--- config.mk ---
export PLATFORM = sky130hd
export DESIGN_NAME = byte_serializer
export DESIGN_NICKNAME = d
export VERILOG_FILES = /design/src/rtl/byte_serializer.sv
export SDC_FILE = /design/constraint.sdc
export NUM_CORES = 1
export LEC_CHECK = 0
export ABC_AREA = 1
export CAP_MARGIN = 20
export CELL_PAD_IN_SITES_DETAIL_PLACEMENT = 0
export CELL_PAD_IN_SITES_GLOBAL_PLACEMENT = 2
export CORE_MARGIN = 1
export CORE_UTILIZATION = 37
export DETAILED_ROUTE_END_ITERATION = 8
export DONT_BUFFER_PORTS = 1
export PLACE_DENSITY_LB_ADDON = 0.05
export RECOVER_POWER = 25
export SYNTH_ARGS = -nofsm -noshare
export SYNTH_HDL_FRONTEND = slang
export SYNTH_SLANG_ARGS = --single-unit
--- constraint.sdc ---
create_clock -name Clk -period 2 [get_ports Clk]
set_input_delay 0.3 -clock Clk [delete_from_list [all_inputs] [get_ports Clk]]
set_output_delay 0.3 -clock Clk [all_outputs]
set_load 0.005 [all_outputs]
--- src/rtl/byte_serializer.sv ---
// byte_serializer: accepts one byte per valid/ready handshake and shifts it
// out one bit per clock on out_data, MSB or LSB first (MSB_FIRST).
//
// Optional build macro SERIALIZER_PARITY_EN: when defined, every frame gets
// a ninth cycle carrying the even-parity bit (XOR of the captured byte).
//
// Handshake: a byte transfers on a rising Clk edge where in_valid=1 and
// in_ready=1. in_ready is 1 in IDLE and in the final frame cycle, so a
// byte offered during the final cycle starts the next frame with no gap.
// in_byte is sampled only on that edge; later changes do not affect the frame.
//
// All outputs are registered and reflect the cycle being entered. dbg_state
// mirrors the FSM state (IDLE=0, SHIFT=1, PARITY=2).
module byte_serializer #(
  parameter bit MSB_FIRST = 1'b1
) (
  input  logic       Clk,
  input  logic       reset,
  input  logic [7:0] in_byte,
  input  logic       in_valid,
  output logic       in_ready,
  output logic       out_data,
  output logic       out_valid,
  output logic       frame_done,
  output logic       busy,
  output logic [1:0] dbg_state
);

`ifdef SERIALIZER_PARITY_EN
  typedef enum logic [1:0] {
    IDLE   = 2'd0,
    SHIFT  = 2'd1,
    PARITY = 2'd2
  } state_t;
`else
  typedef enum logic [1:0] {
    IDLE  = 2'd0,
    SHIFT = 2'd1
  } state_t;
`endif

  state_t     state;
  logic [2:0] cnt;       // position of the bit currently on out_data
  logic [7:0] hold;      // byte captured at the accepting edge
  logic       accept;

  assign accept    = in_valid & in_ready;
  assign dbg_state = state;

  // Bit at frame position idx, honouring the configured bit order.
  function automatic logic pick_bit(input logic [7:0] b, input logic [2:0] idx);
    return MSB_FIRST ? b[3'd7 - idx] : b[idx];
  endfunction

  // Frame FSM with registered outputs; an accept always starts a fresh frame.
  always_ff @(posedge Clk or negedge reset) begin
    if (!reset) begin
      state      <= IDLE;
      cnt        <= 3'd0;
      hold       <= 8'h00;
      in_ready   <= 1'b1;
      out_data   <= 1'b0;
      out_valid  <= 1'b0;
      frame_done <= 1'b0;
      busy       <= 1'b0;
    end else if (accept) begin
      state      <= SHIFT;
      cnt        <= 3'd0;
      hold       <= in_byte;
      out_data   <= pick_bit(in_byte, 3'd0);
      out_valid  <= 1'b1;
      busy       <= 1'b1;
      in_ready   <= 1'b0;
      frame_done <= 1'b0;
    end else begin
      case (state)
        IDLE: begin
          out_data   <= 1'b0;
          out_valid  <= 1'b0;
          busy       <= 1'b0;
          frame_done <= 1'b0;
          in_ready   <= 1'b1;
        end
        SHIFT: begin
          cnt <= cnt + 3'd1;  // wraps 7 -> 0 at the end of the data bits
          if (cnt == 3'd7) begin
`ifdef SERIALIZER_PARITY_EN
            state      <= PARITY;
            out_data   <= ^hold;
            out_valid  <= 1'b1;
            busy       <= 1'b1;
            frame_done <= 1'b1;
            in_ready   <= 1'b1;
`else
            // last bit shown with no follow-on byte: drop back to idle
            state      <= IDLE;
            out_data   <= 1'b0;
            out_valid  <= 1'b0;
            busy       <= 1'b0;
            frame_done <= 1'b0;
            in_ready   <= 1'b1;
`endif
          end else begin
            out_data <= pick_bit(hold, cnt + 3'd1);
`ifndef SERIALIZER_PARITY_EN
            // entering the 8th bit: it is the final frame cycle
            frame_done <= (cnt == 3'd6);
            in_ready   <= (cnt == 3'd6);
`endif
          end
        end
`ifdef SERIALIZER_PARITY_EN
        PARITY: begin
          state      <= IDLE;
          out_data   <= 1'b0;
          out_valid  <= 1'b0;
          busy       <= 1'b0;
          frame_done <= 1'b0;
          in_ready   <= 1'b1;
        end
`endif
        default: begin
          state      <= IDLE;
          cnt        <= 3'd0;
          out_data   <= 1'b0;
          out_valid  <= 1'b0;
          busy       <= 1'b0;
          frame_done <= 1'b0;
          in_ready   <= 1'b1;
        end
      endcase
    end
  end

endmodule

**Word-level counts from Yosys, hierarchy flattened**

Index checks and enable logic that the tools add are counted.

- Register bits after elaboration: 17
- Latch bits: 0
- Bits in writable memories: 0
- Bits in read-only memories: 0
- Input port bits: 11
- Output and inout bits: 7
- Logic and storage cells: 37
- Memories: 0

- Add/subtract/negate cells: 2
- Multiply operators: 0
- Div/mod/pow operators: 0
- Magnitude comparators: 1
- Eq/ne operators: 5
- Shifts and indexed selects: 0
- Multiplexer cells: 19
- Bitwise operators: 1
- Reduce and logical (&&, ||, !) cells: 2

Operators with widths:

| operator | count |
|---|---|
| $mux W1 | 13 |
| $eq A3 B3 Y1 const B | 2 |
| $pmux W3 S2 | 1 |
| $lt A3 B4 Y1 const B | 1 |
| $mux W2 | 2 |
| $pmux W2 S2 | 1 |
| $add A3 B1 Y3 const B | 1 |
| $bmux W1 S3 | 1 |
| $mux W3 | 1 |
| $ne A3 B3 Y1 const B | 1 |
| $sub A3 B3 Y3 const A | 1 |
| $eq A2 B1 Y1 const B | 1 |
| $logic_not A2 Y1 | 1 |
| $ne A2 B2 Y1 const B | 1 |
| $reduce_and A2 Y1 | 1 |
| $and A1 B1 Y1 | 1 |

**Depth between registers and ports, before layout**

Gate-level depths: netlist of the first run.

- Word-level depth: 7
- Depth in mapped cells: 8
- Gate-level depth less buffers: 7

**Least setup slack after synthesis of the first run**

No wires, ideal clock.

- Kind: register to register
- From: register cnt[0]
- To: register out_data
- Setup time: 65 ps
- Arrival: 1,158 ps
- Setup slack: 777 ps
- Stages on the path, launching flop included: 8
- Cells stage by stage: dfrtp_1 -> buf_6 -> inv_4 -> ha_1 -> nand3b_1 -> nand3_1 -> nand3_1 -> nand2_1

- Longest elaborated chain between the ends: 7
- Elaborated cells between the ends (all ways): 8

RTL lines:

| element | line | RTL |
|---|---|---|
| start: declaration | 43 | `logic [2:0] cnt;` |
| start signal: assignment | 85 | `cnt <= cnt + 3'd1;` |
| $add A3 B1 Y3 | 104 | `out_data <= pick_bit(hold, cnt + 3'd1);` |
| $sub A3 B3 Y3 | 52 | `return MSB_FIRST ? b[3'd7 - idx] : b[idx];` |
| $bmux W1 S3 | 52 |  |
| $mux W1 (not written as such) | 52 |  |
| $mux W1 * | 86 | `if (cnt == 3'd7) begin` |
| $mux W1 * | 76 | `case (state)` |
| $mux W1 * | 66 | `end else if (accept) begin` |
| end signal: assignment | 70 | `out_data <= pick_bit(in_byte, 3'd0);` |
| end signal: assignment | 104 |  |
| end: declaration | 22 | `output logic out_data,` |

Every way passes the cells marked *; elsewhere a longest branch is shown, timed or not. The select of a mux whose other input is x is not followed.
A chain may end at the register's enable or synchronous reset.

**Worst setup path after layout of the first run**

Ends and elaborated chain as after synthesis.

==> results of run 1 <==
-- per-stage QoR --
step / total power, mW / instance area [um2] / hold WS, ns
6_report: 1.27 / 803 / 0.119
3_5_place_dp: 1.07 / 757 / 0.00491
2_1_floorplan: 0.997 / 761 / 0.00441
3_3_place_gp: 1.06 / 757 / 0.00483
5_1_grt: 1.42 / 803 / 0.124
4_1_cts: 1.30 / 803 / 0.108
-- area by class of cell --
class / count / area, um2 / area share (%)
clock buffers: 4 / 36.3 / 4.52
inverters: 12 / 47.5 / 5.92
multi-input cells: 56 / 274 / 34.1
flip-flops and latches: 16 / 402 / 50.0
well taps: 27 / 33.8 / 4.21
repair buffers: 1 / 10.0 / 1.25
-- cell usage after synthesis --
library cell	number	area [um2]
nand2_1	27	101
dfrtp_1	15	375
inv_1	10	37.5
o21ai_1	7	35.0
nand3_1	5	25.0
ha_1	4	50.1
nor2_1	4	15.0
o21ai_0	4	20.0
buf_4	2	15.0
buf_6	2	22.5
a21oi_1	1	5.00
conb_1	1	3.75
dfstp_2	1	26.3
inv_2	1	3.75
inv_4	1	6.26
nand2_2	1	6.26
nand3b_1	1	7.51
nor3_1	1	5.00
-- kinds of logic after synthesis --
family / after synthesis / share of synthesized area [%]
AO/OA/AOI/OAI: 12 / 7.89
other: 1 / 0.493
AND/OR/NAND/NOR: 39 / 21.1
adder cells (fa/ha/maj): 4 / 6.58
flip-flops: 16 / 52.8
buffers and inverters: 16 / 11.2
-- final timing paths --
check,startpoint,endpoint,slack (ns),cells past startpoint
worst max-delay path,cnt[0],out_data,0.55,6
worst min-delay path,in_byte[4],hold[4],0.12,2
worst max register to register,cnt[0],out_data,0.55,6
worst min register to register,hold[4],hold[4],0.50,2
max in group asynchronous,reset,hold[3],1.03,1
min in group asynchronous,reset,frame_done,0.51,1
-- metal layers --
layer	vias to the layer above	GRT usage, %	part of all wire, %
li1	274	-	-
met1	250	21.0	51
met2	14	20.3	43
met3	2	3.46	4.8
met4	0	8.57	1.0
met5	-	0	0
-- critical path, cell delays in order, from the launching register on --
cell     delay (ns)
dfrtp_1        0.51
ha_1           0.28
ha_1           0.29
inv_1          0.08
nand3_1        0.08
nand3_1        0.07
nand2_1        0.05
-- registers in the layout, summed over array words and instances, names as in the netlist --
name and flops:
dbg_state 1, busy 1, in_ready 1, cnt 3
out_data 1, hold 8, frame_done 1
-- power by group through the flow --
| stage | Combinational, mW | Sequential (mW) | Clock, mW |
|---|---|---|---|
| CTS | 0.496 | 0.579 | 0.225 |
| floorplan | 0.451 | 0.545 | 0 |
| global route | 0.581 | 0.605 | 0.234 |
| finish | 0.483 | 0.578 | 0.213 |
| global placement | 0.478 | 0.585 | 0 |
| detailed placement | 0.485 | 0.586 | 0 |
==> run_summary.xml, run 1 <==
<?xml version="1.0" encoding="UTF-8"?>
<metrics>
  <group name="die">
    <metric name="chipHeight" unit="um">47.3</metric>
    <metric name="fp.dieArea" unit="um2">2240</metric>
    <metric name="number_of_top_level_design_ports" unit="">18</metric>
    <metric name="core_region_area" unit="um2">1940</metric>
    <metric name="number_of_placement_rows" unit="">16</metric>
    <metric name="initial_core_utilization" unit="%">39.2</metric>
    <metric name="die_x" unit="um">47.3</metric>
  </group>
  <group name="sta">
    <metric name="max_slew_margin" unit="%">51.1</metric>
    <metric name="setup-tns-final" unit="ns">0</metric>
    <metric name="finalMaxSlewViolations" unit="">0</metric>
    <metric name="slew_of_the_pin_with_the_lowest_slew_margin" unit="ns">0.730</metric>
    <metric name="report.final.setup_viol" unit="">0</metric>
    <metric name="final_hold_viol_count" unit="">0</metric>
    <metric name="rsz0062_at_grt" unit="">false</metric>
    <metric name="fin_crit_sh" unit="%">72.6</metric>
    <metric name="finalClockSkew" unit="ns">0.00186</metric>
    <metric name="clock.fmax" unit="MHz">689</metric>
    <metric name="worst_slack" unit="ns">0.548</metric>
    <metric name="layout_min_cycle_time" unit="ns">1.45</metric>
  </group>
  <group name="finish">
    <metric name="final_core_utilization" unit="%">41.4</metric>
    <metric name="final_cells" unit="">116</metric>
    <metric name="final_common_cell" unit="">nand2_1</metric>
    <metric name="drive_gt1_share" unit="%">8.99</metric>
    <metric name="finalNetCount" unit="">105</metric>
    <metric name="mostFrequentLayoutCells" unit="">nand2_1 (27), dfrtp_1 (15), inv_1 (10)</metric>
    <metric name="fillCellCount" unit="">217</metric>
    <metric name="area.growth.synth_to_final" unit="%">5.59</metric>
    <metric name="antenna-diode-count" unit="">0</metric>
  </group>
  <group name="power">
    <metric name="static_leakage" unit="nW">0.417</metric>
    <metric name="power_frac_clock" unit="%">16.7</metric>
    <metric name="proportion_of_power_drawn_by_combinational_gates" unit="%">37.9</metric>
    <metric name="power.density" unit="nW/um2">1590</metric>
    <metric name="cellInternalPower" unit="uW">776</metric>
    <metric name="share_seq_of_total_power" unit="%">45.4</metric>
    <metric name="switching_share" unit="%">39.1</metric>
    <metric name="power.switching" unit="uW">497</metric>
    <metric name="ir_drop" unit="mV">0.806</metric>
  </group>
  <group name="worst_setup_path">
    <metric name="critPathCaptureType" unit="">register</metric>
    <metric name="worstPathRequired" unit="ns">2.18</metric>
    <metric name="cp-start-kind" unit="">register</metric>
    <metric name="arrival" unit="ns">1.64</metric>
    <metric name="critical_path.max_fanout" unit="">9</metric>
    <metric name="timing_worst_setup_path_type" unit="">reg2reg</metric>
  </group>
  <group name="global_route">
    <metric name="grt_antenna_before_repair" unit="">0</metric>
    <metric name="grt_max_degree" unit="">17</metric>
    <metric name="first_pass_grt_wire_length" unit="um">2150</metric>
    <metric name="gr-total-overflow" unit="">0</metric>
    <metric name="number_of_global_route_vias_before_repair" unit="">462</metric>
    <metric name="grt.total_usage" unit="%">14.8</metric>
  </group>
  <group name="synth">
    <metric name="ys.warnings.count" unit="">0</metric>
    <metric name="yosys_register_bits" unit="">16</metric>
    <metric name="post_synth_num_cell_types" unit="">18</metric>
    <metric name="average_footprint_of_a_synthesized_cell" unit="um2">8.64</metric>
    <metric name="synthesis.area" unit="um2">761</metric>
    <metric name="ys_seq_area_share" unit="%">52.8</metric>
    <metric name="post_syn_instances" unit="">88</metric>
    <metric name="post_synthesis_net_count" unit="">103</metric>
  </group>
  <group name="placement">
    <metric name="dp.cells" unit="">111</metric>
    <metric name="numPortBuffers" unit="">0</metric>
    <metric name="place_ws" unit="ns">0.566</metric>
    <metric name="placer_s_final_routability_congestion_estimate" unit="">0.760</metric>
    <metric name="place_hpwl" unit="um">950</metric>
  </group>
  <group name="clock_network">
    <metric name="postCtsSetupBuffers" unit="">0</metric>
    <metric name="cts.sink_count" unit="">16</metric>
    <metric name="path_clk_slew" unit="ns">0.10</metric>
    <metric name="cts_repair_resize_count" unit="">0</metric>
    <metric name="ctsHoldBuffers" unit="">1</metric>
    <metric name="cts.path.max_buffers" unit="">2</metric>
    <metric name="htreeDepth" unit="">1</metric>
    <metric name="clk_latency" unit="ns">0.28</metric>
    <metric name="cts_root_buffer" unit="">clkbuf_4</metric>
    <metric name="cts_tree" unit="">done</metric>
    <metric name="number_of_buffers_created_by_cts" unit="">3</metric>
  </group>
  <group name="min_path">
    <metric name="min-delay-path-class" unit="">in2reg</metric>
  </group>
  <group name="routing">
    <metric name="drc" unit="">0</metric>
    <metric name="first_iter_violations" unit="">8</metric>
    <metric name="routedWlPerCell" unit="um">11.8</metric>
    <metric name="route.vias.total" unit="">540</metric>
    <metric name="routed_wl" unit="um">1360</metric>
    <metric name="routed_via_density" unit="">4.66</metric>
    <metric name="drt_first_pass_iters" unit="">4</metric>
    <metric name="antenna_violating_nets_remaining" unit="">0</metric>
  </group>
  <group name="outcome">
    <metric name="status" unit="">completed</metric>
  </group>
  <group name="run">
    <metric name="max_cap_viol" unit="">0</metric>
  </group>
</metrics>
Power figures use the tool's default switching activity.
==> run 2: changes to the inputs <==
--- a/config.mk
+++ b/config.mk
@@ -10,7 +10,7 @@
 export CELL_PAD_IN_SITES_DETAIL_PLACEMENT = 0
 export CELL_PAD_IN_SITES_GLOBAL_PLACEMENT = 2
 export CORE_MARGIN = 1
-export CORE_UTILIZATION = 37
+export CORE_UTILIZATION = 31
 export DETAILED_ROUTE_END_ITERATION = 8
 export DONT_BUFFER_PORTS = 1
 export PLACE_DENSITY_LB_ADDON = 0.05
==> constraint.sdc (replaced) <==
create_clock -name Clk -period 1.3 [get_ports Clk]
set_input_delay 0.195 -clock Clk [delete_from_list [all_inputs] [get_ports Clk]]
set_output_delay 0.195 -clock Clk [all_outputs]
set_load 0.005 [all_outputs]
==> run 2 against run 1 <==
Against the previous run:
- sequential power rose by 52%
- register-to-register slack worse by 0.51 ns
- global-route usage is 1.4 points lower
- final cell count up 3.4%
- count of clock-buffer cells in the layout unchanged
- combinational power grew 100%
- routed wire length up 12%
- clock skew up 0.0041 ns
- worst setup slack got worse by 0.51 ns
- clock power up 31%
- critical path depth did not move
- highest routed layer unchanged
==> run_summary.xml, run 2 (synthesis gave the netlist of run 1 again) <==
<?xml version="1.0" encoding="UTF-8"?>
<metrics>
  <group name="finish">
    <metric name="antenna-diode-count" unit="">0</metric>
    <metric name="area.growth.synth_to_final" unit="%">13.0</metric>
    <metric name="max_flop_register" unit="">hold</metric>
    <metric name="final_cells" unit="">120</metric>
    <metric name="fillCellCount" unit="">249</metric>
    <metric name="biggestRegsByFlops" unit="">hold x8, cnt x3</metric>
    <metric name="mostFrequentLayoutCells" unit="">nand2_1 (26), dfrtp_1 (15), inv_1 (9)</metric>
    <metric name="final_common_cell" unit="">nand2_1</metric>
    <metric name="finalNetCount" unit="">108</metric>
    <metric name="drive_gt1_share" unit="%">17.4</metric>
    <metric name="largest_reg_flops" unit="">8</metric>
  </group>
  <group name="clock_network">
    <metric name="htreeDepth" unit="">1</metric>
    <metric name="path_clk_slew" unit="ns">0.10</metric>
    <metric name="cts.sink_count" unit="">16</metric>
    <metric name="clk_latency" unit="ns">0.29</metric>
    <metric name="cts_root_buffer" unit="">clkbuf_4</metric>
    <metric name="postCtsSetupBuffers" unit="">0</metric>
    <metric name="cts_tree" unit="">done</metric>
    <metric name="cts.path.max_buffers" unit="">2</metric>
    <metric name="number_of_buffers_created_by_cts" unit="">3</metric>
  </group>
  <group name="worst_setup_path">
    <metric name="slowest_stage" unit="">dfrtp_1</metric>
    <metric name="critical_path.max_fanout" unit="">3</metric>
    <metric name="worstPathRequired" unit="ns">1.48</metric>
    <metric name="timing_worst_setup_path_type" unit="">reg2reg</metric>
    <metric name="r2r_slack" unit="ns">0.04</metric>
    <metric name="cpMostUsedCell" unit="">nand3_2</metric>
    <metric name="cell_chain_critical_path" unit="">ha_2 -&gt; ha_4 -&gt; inv_2 -&gt; nand3_2 -&gt; nand3_2 -&gt; nand2_2</metric>
    <metric name="cp-start-kind" unit="">register</metric>
    <metric name="critical_path_buf_inv_count" unit="">1</metric>
    <metric name="path_delay_family" unit="">adder cells</metric>
    <metric name="critical_path.reg2reg.endpoint" unit="">out_data</metric>
    <metric name="reg2reg_from" unit="">cnt[0]</metric>
    <metric name="arrival" unit="ns">1.44</metric>
    <metric name="critPathCaptureType" unit="">register</metric>
    <metric name="r2r_depth" unit="">6</metric>
    <metric name="slowest_delay" unit="ns">0.43</metric>
  </group>
  <group name="sta">
    <metric name="rsz0062_at_grt" unit="">true</metric>
    <metric name="final_hold_viol_count" unit="">0</metric>
    <metric name="clock.fmax" unit="MHz">793</metric>
    <metric name="finalClockSkew" unit="ns">0.00597</metric>
    <metric name="fin_crit_sh" unit="%">97.0</metric>
    <metric name="max_slew_margin" unit="%">49.4</metric>
    <metric name="slew_of_the_pin_with_the_lowest_slew_margin" unit="ns">0.756</metric>
    <metric name="report.final.setup_viol" unit="">0</metric>
    <metric name="layout_min_cycle_time" unit="ns">1.26</metric>
    <metric name="finalMaxSlewViolations" unit="">0</metric>
  </group>
  <group name="routing">
    <metric name="routed_wl" unit="um">1530</metric>
    <metric name="first_iter_violations" unit="">11</metric>
    <metric name="drt_first_pass_iters" unit="">4</metric>
    <metric name="route.vias.total" unit="">534</metric>
    <metric name="routed_via_density" unit="">4.45</metric>
    <metric name="drc" unit="">0</metric>
    <metric name="routedWlPerCell" unit="um">12.8</metric>
    <metric name="antenna_violating_nets_remaining" unit="">0</metric>
  </group>
  <group name="power">
    <metric name="power.density" unit="nW/um2">2500</metric>
    <metric name="power.switching" unit="uW">864</metric>
    <metric name="ir_drop" unit="mV">0.832</metric>
    <metric name="static_leakage" unit="nW">0.425</metric>
    <metric name="proportion_of_power_drawn_by_combinational_gates" unit="%">46.0</metric>
    <metric name="cellInternalPower" unit="mW">1.28</metric>
    <metric name="report.power.total" unit="mW">2.15</metric>
    <metric name="power_frac_clock" unit="%">13.0</metric>
    <metric name="share_seq_of_total_power" unit="%">41.0</metric>
    <metric name="switching_share" unit="%">40.3</metric>
  </group>
  <group name="global_route">
    <metric name="grt_max_degree" unit="">17</metric>
    <metric name="gr-total-overflow" unit="">0</metric>
    <metric name="number_of_global_route_vias_before_repair" unit="">499</metric>
    <metric name="grt.total_usage" unit="%">13.4</metric>
    <metric name="first_pass_grt_wire_length" unit="um">2450</metric>
    <metric name="grt_antenna_before_repair" unit="">0</metric>
  </group>
  <group name="placement">
    <metric name="placer_s_final_routability_congestion_estimate" unit="">0.703</metric>
    <metric name="dp.cells" unit="">114</metric>
    <metric name="numPortBuffers" unit="">0</metric>
    <metric name="place_hpwl" unit="um">1010</metric>
  </group>
  <group name="min_path">
    <metric name="min-delay-path-class" unit="">in2reg</metric>
    <metric name="holdPathStages" unit="">2</metric>
    <metric name="timing.hold.worst_endpoint" unit="">hold[3]</metric>
    <metric name="hp-start" unit="">in_byte[3]</metric>
  </group>
  <group name="die">
    <metric name="chipHeight" unit="um">51.5</metric>
    <metric name="core_region_area" unit="um2">2250</metric>
    <metric name="fp.dieArea" unit="um2">2660</metric>
    <metric name="number_of_top_level_design_ports" unit="">18</metric>
    <metric name="number_of_placement_rows" unit="">17</metric>
    <metric name="die_x" unit="um">51.5</metric>
    <metric name="initial_core_utilization" unit="%">33.7</metric>
  </group>
  <group name="outcome">
    <metric name="status" unit="">completed</metric>
  </group>
  <group name="run">
    <metric name="max_cap_viol" unit="">0</metric>
  </group>
</metrics>
==> run 2: cell types whose count changed in the layout (fill, tap and decap cells not counted), sizes merged <==
cell,delta
dlygate4sd3,+1
buf,+2
==> run 2: power by group through the flow <==
stage / logic [mW] / registers (mW) / clock network, mW
final: 0.987 / 0.880 / 0.279
after global routing: 1.15 / 0.910 / 0.316
after CTS: 0.871 / 0.878 / 0.297
after detailed placement: 0.816 / 0.880 / 0
after global placement: 0.816 / 0.875 / 0
after floorplan: 0.694 / 0.839 / 0
==> run 2: layout make-up <==
cell class / count / area (um2) / share of cell area (%)
clock buffers: 4 / 26.3 / 3.06
inverters: 12 / 47.5 / 5.53
flip-flops and latches: 16 / 402 / 46.7
multi-input cells: 56 / 314 / 36.5
well taps: 28 / 35.0 / 4.08
repair buffers: 4 / 35.0 / 4.08
==> run 2: repair_timing <==
item | CTS | global route
hold endpoints to repair | 17 | 0
hold buffers | 2 | 0
pin swaps | 1 | 5
gates resized for setup | 3 | 4
setup endpoints to repair | 1 | 1
==> run 2: metrics by stage <==
step | utilization, % | hold slack [ns] | setup WS [ns] | cell area, um2 | setup TNS (ns)
6_report | 38.1 | 0.0277 | 0.0392 | 860 | 0
5_1_grt | 38.1 | 0.0131 | -0.0347 | 860 | -0.0347
4_1_cts | 37.0 | 0.0134 | 0.0170 | 835 | 0
3_5_place_dp | 34.3 | -0.100 | -0.0366 | 773 | -0.0366
3_3_place_gp | 34.3 | -0.100 | 0.0206 | 773 | 0
2_1_floorplan | - | -0.101 | 0.0767 | 761 | 0
==> run 2: per-layer routing <==
metal  wire length, um  part of all wire [%]  track usage [%]  vias to the layer above
met5                 0                     0                0                        -
met4                16                   1.0             5.41                        0
met3                78                   5.1             5.56                        2
met2               727                    47             19.3                       15
met1               709                    46             17.6                      237
li1                  -                     -                -                      280
==> run 2: worst max-delay path by stage <==
stage,end,start,slack (ns),cells after the start
2_1_floorplan,out_data,cnt[0],0.08,7
3_3_place_gp,out_data,cnt[0],0.02,6
4_1_cts,out_data,cnt[0],0.02,6
3_5_place_dp,out_data,cnt[0],-0.04,6
6_report,out_data,cnt[0],0.04,6
5_1_grt,out_data,cnt[0],-0.03,6
